--- config.mk ---
export PLATFORM = sky130hd
export DESIGN_NAME = muldiv_unit
export DESIGN_NICKNAME = d
export VERILOG_FILES = /design/src/rtl/muldiv_pkg.sv /design/src/rtl/muldiv_unit.sv
export SDC_FILE = /design/constraint.sdc
export NUM_CORES = 2
export LEC_CHECK = 0
export BUFFER_PORTS_ARGS = -buffer_cell sky130_fd_sc_hd__buf_2
export CAP_MARGIN = 20
export CORE_MARGIN = 2
export CORE_UTILIZATION = 40
export CTS_CLUSTER_SIZE = 12
export DETAILED_ROUTE_END_ITERATION = 7
export GPL_TIMING_DRIVEN = 0
export PLACE_DENSITY_LB_ADDON = 0.05
export SETUP_SLACK_MARGIN = 0.15
export SLEW_MARGIN = 20
export SYNTH_ARGS = -nofsm -noshare
export SYNTH_HDL_FRONTEND = slang
export SYNTH_SLANG_ARGS = --single-unit
--- constraint.sdc ---
create_clock -name clk -period 8.3 [get_ports clk]
set_input_delay 1.66 -clock clk [delete_from_list [all_inputs] [get_ports clk]]
set_output_delay 1.66 -clock clk [all_outputs]
set_load 0.02 [all_outputs]
--- src/rtl/muldiv_pkg.sv ---
// Shared definitions for the iterative RV64M multiply/divide unit.
// Latency: n/a (types, constants and helper functions only).
// Backpressure: n/a.
package muldiv_pkg;

  localparam int XLEN_DEFAULT = 64;

  // funct3 encodings of the M extension
  typedef enum logic [2:0] {
    OP_MUL    = 3'b000,
    OP_MULH   = 3'b001,
    OP_MULHSU = 3'b010,
    OP_MULHU  = 3'b011,
    OP_DIV    = 3'b100,
    OP_DIVU   = 3'b101,
    OP_REM    = 3'b110,
    OP_REMU   = 3'b111
  } op_e;

  typedef enum logic [1:0] {
    ST_IDLE = 2'd0,
    ST_CALC = 2'd1,
    ST_FIX  = 2'd2,
    ST_DONE = 2'd3
  } state_e;

  function automatic logic op_is_div(input op_e op);
    return op[2];
  endfunction

  // MUL is treated as signed x signed; its low half is identical either way.
  function automatic logic op_a_signed(input op_e op);
    return (op == OP_MUL) || (op == OP_MULH) || (op == OP_MULHSU) ||
           (op == OP_DIV) || (op == OP_REM);
  endfunction

  function automatic logic op_b_signed(input op_e op);
    return (op == OP_MUL) || (op == OP_MULH) || (op == OP_DIV) || (op == OP_REM);
  endfunction

endpackage

--- src/rtl/muldiv_unit.sv ---
// Iterative RV64M multiply/divide: radix-2 shift-add multiply, restoring divide, on magnitudes.
// Latency: XLEN+2 cycles from the start edge to done; divide-by-zero takes 2 cycles.
// Backpressure: none; start is accepted only in IDLE and ignored while busy or in DONE.
//
// Ports:
//   clk, rst_n     - clock, asynchronous active-low reset
//   start, flush   - request pulse (latches funct3/op_a/op_b), abort of in-flight op
//   funct3         - M-extension op select
//   op_a, op_b     - rs1 / rs2 operands
//   busy, done     - high in any non-IDLE state, one-cycle result-valid pulse
//   result         - final value, held until overwritten by the next completion
module muldiv_unit
  import muldiv_pkg::*;
#(
  parameter int XLEN = XLEN_DEFAULT
) (
  input  logic            clk,
  input  logic            rst_n,
  input  logic            start,
  input  logic            flush,
  input  logic [2:0]      funct3,
  input  logic [XLEN-1:0] op_a,
  input  logic [XLEN-1:0] op_b,
  output logic            busy,
  output logic            done,
  output logic [XLEN-1:0] result
);

  localparam logic [6:0] LAST_ITER = 7'(XLEN - 1);

  state_e state, state_nxt;

  // Latched operation context
  op_e             op_q;
  logic [XLEN-1:0] a_raw;
  logic [XLEN-1:0] b_mag;
  logic            a_neg;
  logic            b_neg;
  logic            div_zero;
  logic [6:0]      cnt;

  // acc/sreg form the 2*XLEN product {hi,lo} for multiply, and the
  // remainder/dividend-quotient pair for divide.
  logic [XLEN-1:0] acc;
  logic [XLEN-1:0] sreg;

  // Decode of the incoming request
  op_e             op_in;
  logic            a_neg_in;
  logic            b_neg_in;
  logic            div_zero_in;
  logic [XLEN-1:0] a_mag_in;
  logic [XLEN-1:0] b_mag_in;

  always_comb begin
    op_in       = op_e'(funct3);
    a_neg_in    = op_a_signed(op_in) && op_a[XLEN-1];
    b_neg_in    = op_b_signed(op_in) && op_b[XLEN-1];
    // -(-2^(XLEN-1)) wraps to 2^(XLEN-1), which is the correct unsigned magnitude
    a_mag_in    = a_neg_in ? -op_a : op_a;
    b_mag_in    = b_neg_in ? -op_b : op_b;
    div_zero_in = op_is_div(op_in) && (op_b == '0);
  end

  // One iteration of each algorithm
  logic [XLEN:0]   mul_sum;
  logic [XLEN:0]   rem_sh;
  logic [XLEN-1:0] rem_sub;
  logic            q_bit;

  always_comb begin
    mul_sum = {1'b0, acc} + (sreg[0] ? {1'b0, b_mag} : {(XLEN+1){1'b0}});
    rem_sh  = {acc, sreg[XLEN-1]};
    q_bit   = (rem_sh >= {1'b0, b_mag});
    // When q_bit is set the true difference is below b_mag, so the low XLEN bits are exact
    rem_sub = rem_sh[XLEN-1:0] - b_mag;
  end

  // Sign correction and result selection
  logic [2*XLEN-1:0] prod_fix;
  logic [XLEN-1:0]   quo_fix;
  logic [XLEN-1:0]   rem_fix;
  logic [XLEN-1:0]   fix_val;

  always_comb begin
    prod_fix = (a_neg ^ b_neg) ? -{acc, sreg} : {acc, sreg};
    quo_fix  = (a_neg ^ b_neg) ? -sreg : sreg;
    rem_fix  = a_neg ? -acc : acc;
    fix_val  = prod_fix[XLEN-1:0];
    case (op_q)
      OP_MUL:                       fix_val = prod_fix[XLEN-1:0];
      OP_MULH, OP_MULHSU, OP_MULHU: fix_val = prod_fix[2*XLEN-1:XLEN];
      OP_DIV, OP_DIVU:              fix_val = div_zero ? '1 : quo_fix;
      OP_REM, OP_REMU:              fix_val = div_zero ? a_raw : rem_fix;
      default:                      fix_val = prod_fix[XLEN-1:0];
    endcase
  end

  // FSM: state register
  always_ff @(posedge clk or negedge rst_n) begin
    if (!rst_n) state <= ST_IDLE;
    else        state <= state_nxt;
  end

  // FSM: next state; flush beats everything, including a simultaneous start
  always_comb begin
    state_nxt = state;
    if (flush) begin
      state_nxt = ST_IDLE;
    end else begin
      case (state)
        ST_IDLE: if (start) state_nxt = div_zero_in ? ST_FIX : ST_CALC;
        ST_CALC: if (cnt == LAST_ITER) state_nxt = ST_FIX;
        ST_FIX:  state_nxt = ST_DONE;
        ST_DONE: state_nxt = ST_IDLE;
        default: state_nxt = ST_IDLE;
      endcase
    end
  end

  // FSM: outputs
  always_comb begin
    busy = (state != ST_IDLE);
    done = (state == ST_DONE);
  end

  // Datapath
  always_ff @(posedge clk or negedge rst_n) begin
    if (!rst_n) begin
      op_q     <= OP_MUL;
      a_raw    <= '0;
      b_mag    <= '0;
      a_neg    <= 1'b0;
      b_neg    <= 1'b0;
      div_zero <= 1'b0;
      cnt      <= 7'd0;
      acc      <= '0;
      sreg     <= '0;
      result   <= '0;
    end else if (!flush) begin
      case (state)
        ST_IDLE: begin
          if (start) begin
            op_q     <= op_in;
            a_raw    <= op_a;
            b_mag    <= b_mag_in;
            a_neg    <= a_neg_in;
            b_neg    <= b_neg_in;
            div_zero <= div_zero_in;
            cnt      <= 7'd0;
            acc      <= '0;
            sreg     <= a_mag_in;
          end
        end
        ST_CALC: begin
          cnt <= cnt + 7'd1;
          if (op_is_div(op_q)) begin
            acc  <= q_bit ? rem_sub : rem_sh[XLEN-1:0];
            sreg <= {sreg[XLEN-2:0], q_bit};
          end else begin
            {acc, sreg} <= {mul_sum, sreg[XLEN-1:1]};
          end
        end
        ST_FIX:  result <= fix_val;
        default: ;
      endcase
    end
  end

endmodule
Word-level counts from Yosys, hierarchy flattened
Index checks and enable logic that the tools add are counted.
{ "op_classes": {"n_addsub": 8, "n_lt_le_gt_ge": 1, "n_eq_ne": 18, "muxes": 23, "n_bitwise": 2, "n_reduce_logical": 22} }
{ "op_table": {"columns": ["cell", "n"], "rows": [
  ["$mux W64", 12],
  ["$neg A64 Y64", 4],
  ["$pmux W64 S2", 2],
  ["$pmux W64 S4", 1],
  ["$mux W128", 1],
  ["$neg A128 Y128", 1],
  ["$add A64 B64 Y65", 1],
  ["$ge A65 B64 Y1", 1],
  ["$logic_not A64 Y1", 1],
  ["$sub A64 B64 Y64", 1],
  ["$eq A3 B3 Y1 const B", 6],
  ["$pmux W7 S2", 1],
  ["$eq A3 B2 Y1 const B", 3],
  ["$mux W2", 4],
  ["$pmux W2 S4", 1],
  ["$add A7 B1 Y7 const B", 1],
  ["$eq A7 B6 Y1 const B", 1],
  ["$mux W7", 1],
  ["$eq A3 B1 Y1 const B", 2],
  ["$logic_not A3 Y1", 2],
  ["$logic_or A1 B1 Y1", 6],
  ["$ne A3 B3 Y1 const B", 2],
  ["$reduce_and A3 Y1", 2],
  ["$eq A2 B2 Y1 const B", 2],
  ["other kinds (10)", 15]
]} }
{ "totals": {"reg_bits": 335, "in_bits": 135, "out_inout_bits": 66, "wordCells": 85} }

Logic depth before layout (Yosys ltp)
{ "logic_depth": {"word_depth": 9, "depth_mapped": 17, "depth_no_buf": 15} }

Worst setup path before layout
No wires, ideal clock.
{ "synth_path": {"path_kind": "input to register", "from": "input op_a[16]", "to": "register sreg[60]", "setup_time_ns": 0.131, "t_arrival_ns": 4.565, "t_required_ns": 8.169, "path_slack_ns": 3.604, "cell_stages": 11, "path_buffers": 0, "cell_sequence": "or4_4 -> or4_1 -> nor4_1 -> inv_1 -> nor4_1 -> nand4bb_1 -> nor4_2 -> a31oi_1 -> xor2_1 -> o21ai_0 -> o21ai_1"} }
{ "synth_between": {"elab_chain_len": 4} }
{ "synth_lines": {"columns": ["element", "line", "source"], "rows": [
  ["start: declaration", "muldiv_unit.sv:22", "input logic [XLEN-1:0] op_a,"],
  ["$neg A64 Y64", "muldiv_unit.sv:60", "a_mag_in = a_neg_in ? -op_a : op_a;"],
  ["$mux W64", "muldiv_unit.sv:60", null],
  ["$mux W64", "muldiv_unit.sv:143", "if (start) begin"],
  ["$pmux W64 S2", "muldiv_unit.sv:141", "case (state)"],
  ["end signal: assignment", "muldiv_unit.sv:152", "sreg <= a_mag_in;"],
  ["end signal: assignment", "muldiv_unit.sv:159", "sreg <= {sreg[XLEN-2:0], q_bit};"],
  ["end signal: assignment", "muldiv_unit.sv:161", "{acc, sreg} <= {mul_sum, sreg[XLEN-1:1]};"],
  ["end: declaration", "muldiv_unit.sv:45", "logic [XLEN-1:0] sreg;"]
]} }
No other way between the ends. The select of a mux whose other input is x is not followed.
A chain may end at the register's enable or synchronous reset.

Worst setup path in the final report
{ "layout_path": {"from": "register sreg[0]", "to": "register result[30]"} }
{ "layout_between": {"elab_chain_len": 4, "word_cells_on_any_way": 6, "cone_classes": "add/sub (2); mux (4)"} }
{ "layout_lines": {"columns": ["element", "line", "source"], "rows": [
  ["$neg A64 Y64", "muldiv_unit.sv:87", "quo_fix = (a_neg ^ b_neg) ? -sreg : sreg;"],
  ["$mux W64", "muldiv_unit.sv:87", null],
  ["$mux W64", "muldiv_unit.sv:93", "OP_DIV, OP_DIVU: fix_val = div_zero ? '1 : quo_fix;"],
  ["$pmux W64 S4 *", "muldiv_unit.sv:90", "case (op_q)"],
  ["end signal: assignment", "muldiv_unit.sv:164", "ST_FIX: result <= fix_val;"],
  ["end: declaration", "muldiv_unit.sv:26", "output logic [XLEN-1:0] result"]
]} }
Mark *: on every way between the ends. The rest lies on a longest branch, timed or not.

==> impl_metrics.csv <==
group,metric,value,unit
detailed_routing,drc_errors,0,
place,dp_slack,2.15,ns
timing,fin_crit,6.31,ns
pwr,p_seq_frac,0.184,
synthesis,syn_area_per_cell,7.60,um^2
outcome,status,"completed",
timing,slew_violations,0,
critical_path,crit_family,"simple AND/OR/NAND/NOR gates",
clocking,path_clk_slew,0.06,ns
place,dp_hpwl,133000,um
timing,tightest_slew,1.27,ns
synthesis,synth_area,32200,um^2
detailed_routing,drt_wl_total,168000,um
place,io_buffers,200,
critical_path,worst-endpoint-arrival,6.80,ns
synthesis,synth_top_area_share,0.261,
critical_path,crit_slowest_cell,"clkbuf_1",
timing,period_share,0.760,
detailed_routing,postRouteAntennaNets,0,
die,die_w,288,um
clocking,cts_tree,"yes",
clocking,cts_setup_buffers,0,
critical_path,crit_path_end_kind,"flip-flop",
clocking,numCtsBuffers,45,
timing,rsz0062_at_grt,"no",
synthesis,async_reset_ff_frac,1.00,
synthesis,ys.flop_type,"dfrtp_1",
die,core_area,79300,um^2
die,die_area,82700,um^2
critical_path,max_stage_delay,0.85,ns
cells_and_area,final_cells,5580,
critical_path,crit_fanout,10,
timing,slew_headroom,0.155,
clocking,clockRootBuffer,"clkbuf_16",
global_routing,antenna_found_initial,11,
detailed_routing,num_vias,35300,
critical_path,worstPathRequired,8.79,ns
die,io_pins,201,
pwr,pwr-share-comb,0.695,
synthesis,synth.area.top_cells,"dfrtp_1 26%, o21ai_0 7.9%, xnor2_1 6.4%",
clocking,cts_sinks,335,
clocking,hold_buffers,0,
clocking,clk_latency,0.63,ns
place,place.gp.congestion,1.04,
synthesis,synth-seq-cells,335,
synthesis,synth-edff-count,0,
die,start_util,0.406,
critical_path,path_cells,"clkbuf_1, inv_2, clkbuf_1, ha_1, nand3_1, or4_4, buf_6, nor4_4, nand3_1, nor3_2, nor3_1, a31oi_1, o221ai_1, a22o_1",
synthesis,synth_cell_types,89,
cells_and_area,layout_commonest_cell,"nand2_1",
synthesis,syn-num-nets,4506,
pwr,power_switching,10.1,mW
synthesis,ys_seq_area_frac,0.261,
pwr,switching_share,0.581,
synthesis,synth_cells,4232,
detailed_routing,post_drt_via_cell_ratio,6.33,
clocking,ctsResizeCount,0,
pwr,peakVddDrop,221,uV
pwr,p_leak,15.6,nW
timing,max_freq,0.159,GHz
cells_and_area,area_growth,13.0,%
detailed_routing,first_iter_violations,4525,
global_routing,grt-ovfl-total,0,
pwr,total_power,17.4,mW
hold_path,hold_path_class,"flip-flop to flip-flop",
global_routing,grt_usage,0.396,
global_routing,grt_pass1_wl,237000,um
timing,setup-violations-final,0,
synthesis,yosysTopAreaCell,"dfrtp_1",
detailed_routing,wl_per_cell,30.1,um
job,drv_cap,0,
clocking,htree_levels,2,
critical_path,cp-start-kind,"flip-flop",
global_routing,grt_pass1_vias,33000,
cells_and_area,mostFrequentLayoutCells,"510 x nand2_1, 508 x o21ai_0, 336 x nor2_1",
timing,fin_ws,1.99,ns
pwr,p_clk_frac,0.121,
pwr,p_int,7.30,mW
timing,timing.final.hold_violations,0,
die,die_h,288,um
pwr,p_per_area,480,nW/um^2
die,rows,103,
critical_path,path_buf_inv,4,
timing,fin_worst_skew,0.0409,ns
cells_and_area,drive_above_1_share,0.0994,
detailed_routing,dr.pass1.iters,7,
place,dp.cells,5491,
cells_and_area,final_nets,4766,
critical_path,r2r_slack,1.99,ns
critical_path,crit_type,"flip-flop to flip-flop",
clocking,ctsLongestPathBuffers,3,
global_routing,grt_max_degree,90,
synthesis,ys_warn_count,0,
[final timing paths]
kind,start,end,depth (start not counted)
hold reg to reg,result[31],result[31],2
hold / removal,result[31],result[31],2
setup reg to reg,sreg[0],result[30],14
setup / recovery,sreg[0],result[30],14
min in group asynchronous,rst_n,b_mag[48],1
max in group asynchronous,rst_n,a_raw[8],4
[tightest hold or removal path, stage by stage, from the launching register on]
cell	delay, ns
dfrtp_1	0.34
nand2_1	0.04
o21ai_0	0.05
[layout make-up]
type,count,area (um^2)
fillers,8444,42900
multi-input cells,3450,22100
flip-flops and latches,335,8380
clock buffers,67,1340
well taps,1050,1310
plain buffers,321,1270
repair buffers,213,1230
inverters,126,473
clock inverters,14,206
diodes,4,10.0
[logic make-up after synthesis]
group           Yosys count  synth area share
compound gates         1367             0.262
mux                     184            0.0603
flops                   335             0.261
fa+ha+maj               139            0.0546
buf+inv                 447            0.0534
simple gates           1358             0.200
xor+xnor                402             0.110
[routing by layer]
layer	global-route usage	vias to the layer above	part of all wire
li1	-	15800	-
met1	0.555	17300	0.44
met2	0.583	1825	0.42
met3	0.100	340	0.10
met4	0.148	8	0.042
met5	0	-	0.00033
[cell usage after synthesis, types with 11 or more instances]
master	number
buf_2	11
xor2_1	167
inv_1	125
o21ai_0	508
a221o_1	13
a221oi_1	24
clkbuf_1	284
ha_1	137
a21o_1	101
nor3_1	95
dfrtp_1	335
and3_1	24
and2_1	17
or3_1	31
a21oi_1	319
o22ai_1	11
a211oi_1	27
o21bai_1	25
nand4_1	49
or2_2	18
nand2_1	510
or4_1	33
buf_1	21
nor2b_1	22
a22oi_1	25
mux2_2	74
o221ai_1	34
a31oi_1	44
mux2i_1	109
o211ai_1	44
nor2_1	337
nand2b_1	38
nand3_1	67
nor4_1	56
o41ai_1	20
o21a_1	22
and4_1	14
xnor2_1	235
o31ai_1	60
[stage by stage]
step	utilization	setup TNS (ns)	area [um^2]	hold slack, ns
final	0.458	0	36300	0.472
after global routing	0.458	0	36300	0.486
after CTS	0.457	0	36200	0.479
after detailed placement	0.438	0	34700	0.459
after global placement	0.435	-531.38	34500	0.459
after floorplan	-	0	32200	0.449
[state kept, by name, indices dropped and copies added, names as in the netlist]
register / flops
acc: 64
cnt: 7
result: 64
div_zero: 1
b_neg: 1
state: 2
a_raw: 64
b_mag: 64
a_neg: 1
sreg: 64
op_q: 3
[power by group through the flow]
stage | Sequential (mW) | Combinational (mW) | Clock [mW]
2_1_floorplan | 2.94 | 7.22 | 0
3_3_place_gp | 3.19 | 11.5 | 0
3_5_place_dp | 3.20 | 11.5 | 0
4_1_cts | 3.18 | 11.6 | 2.12
5_1_grt | 3.25 | 12.7 | 2.19
6_report | 3.20 | 12.1 | 2.12
(Power assumes the default switching activity.)
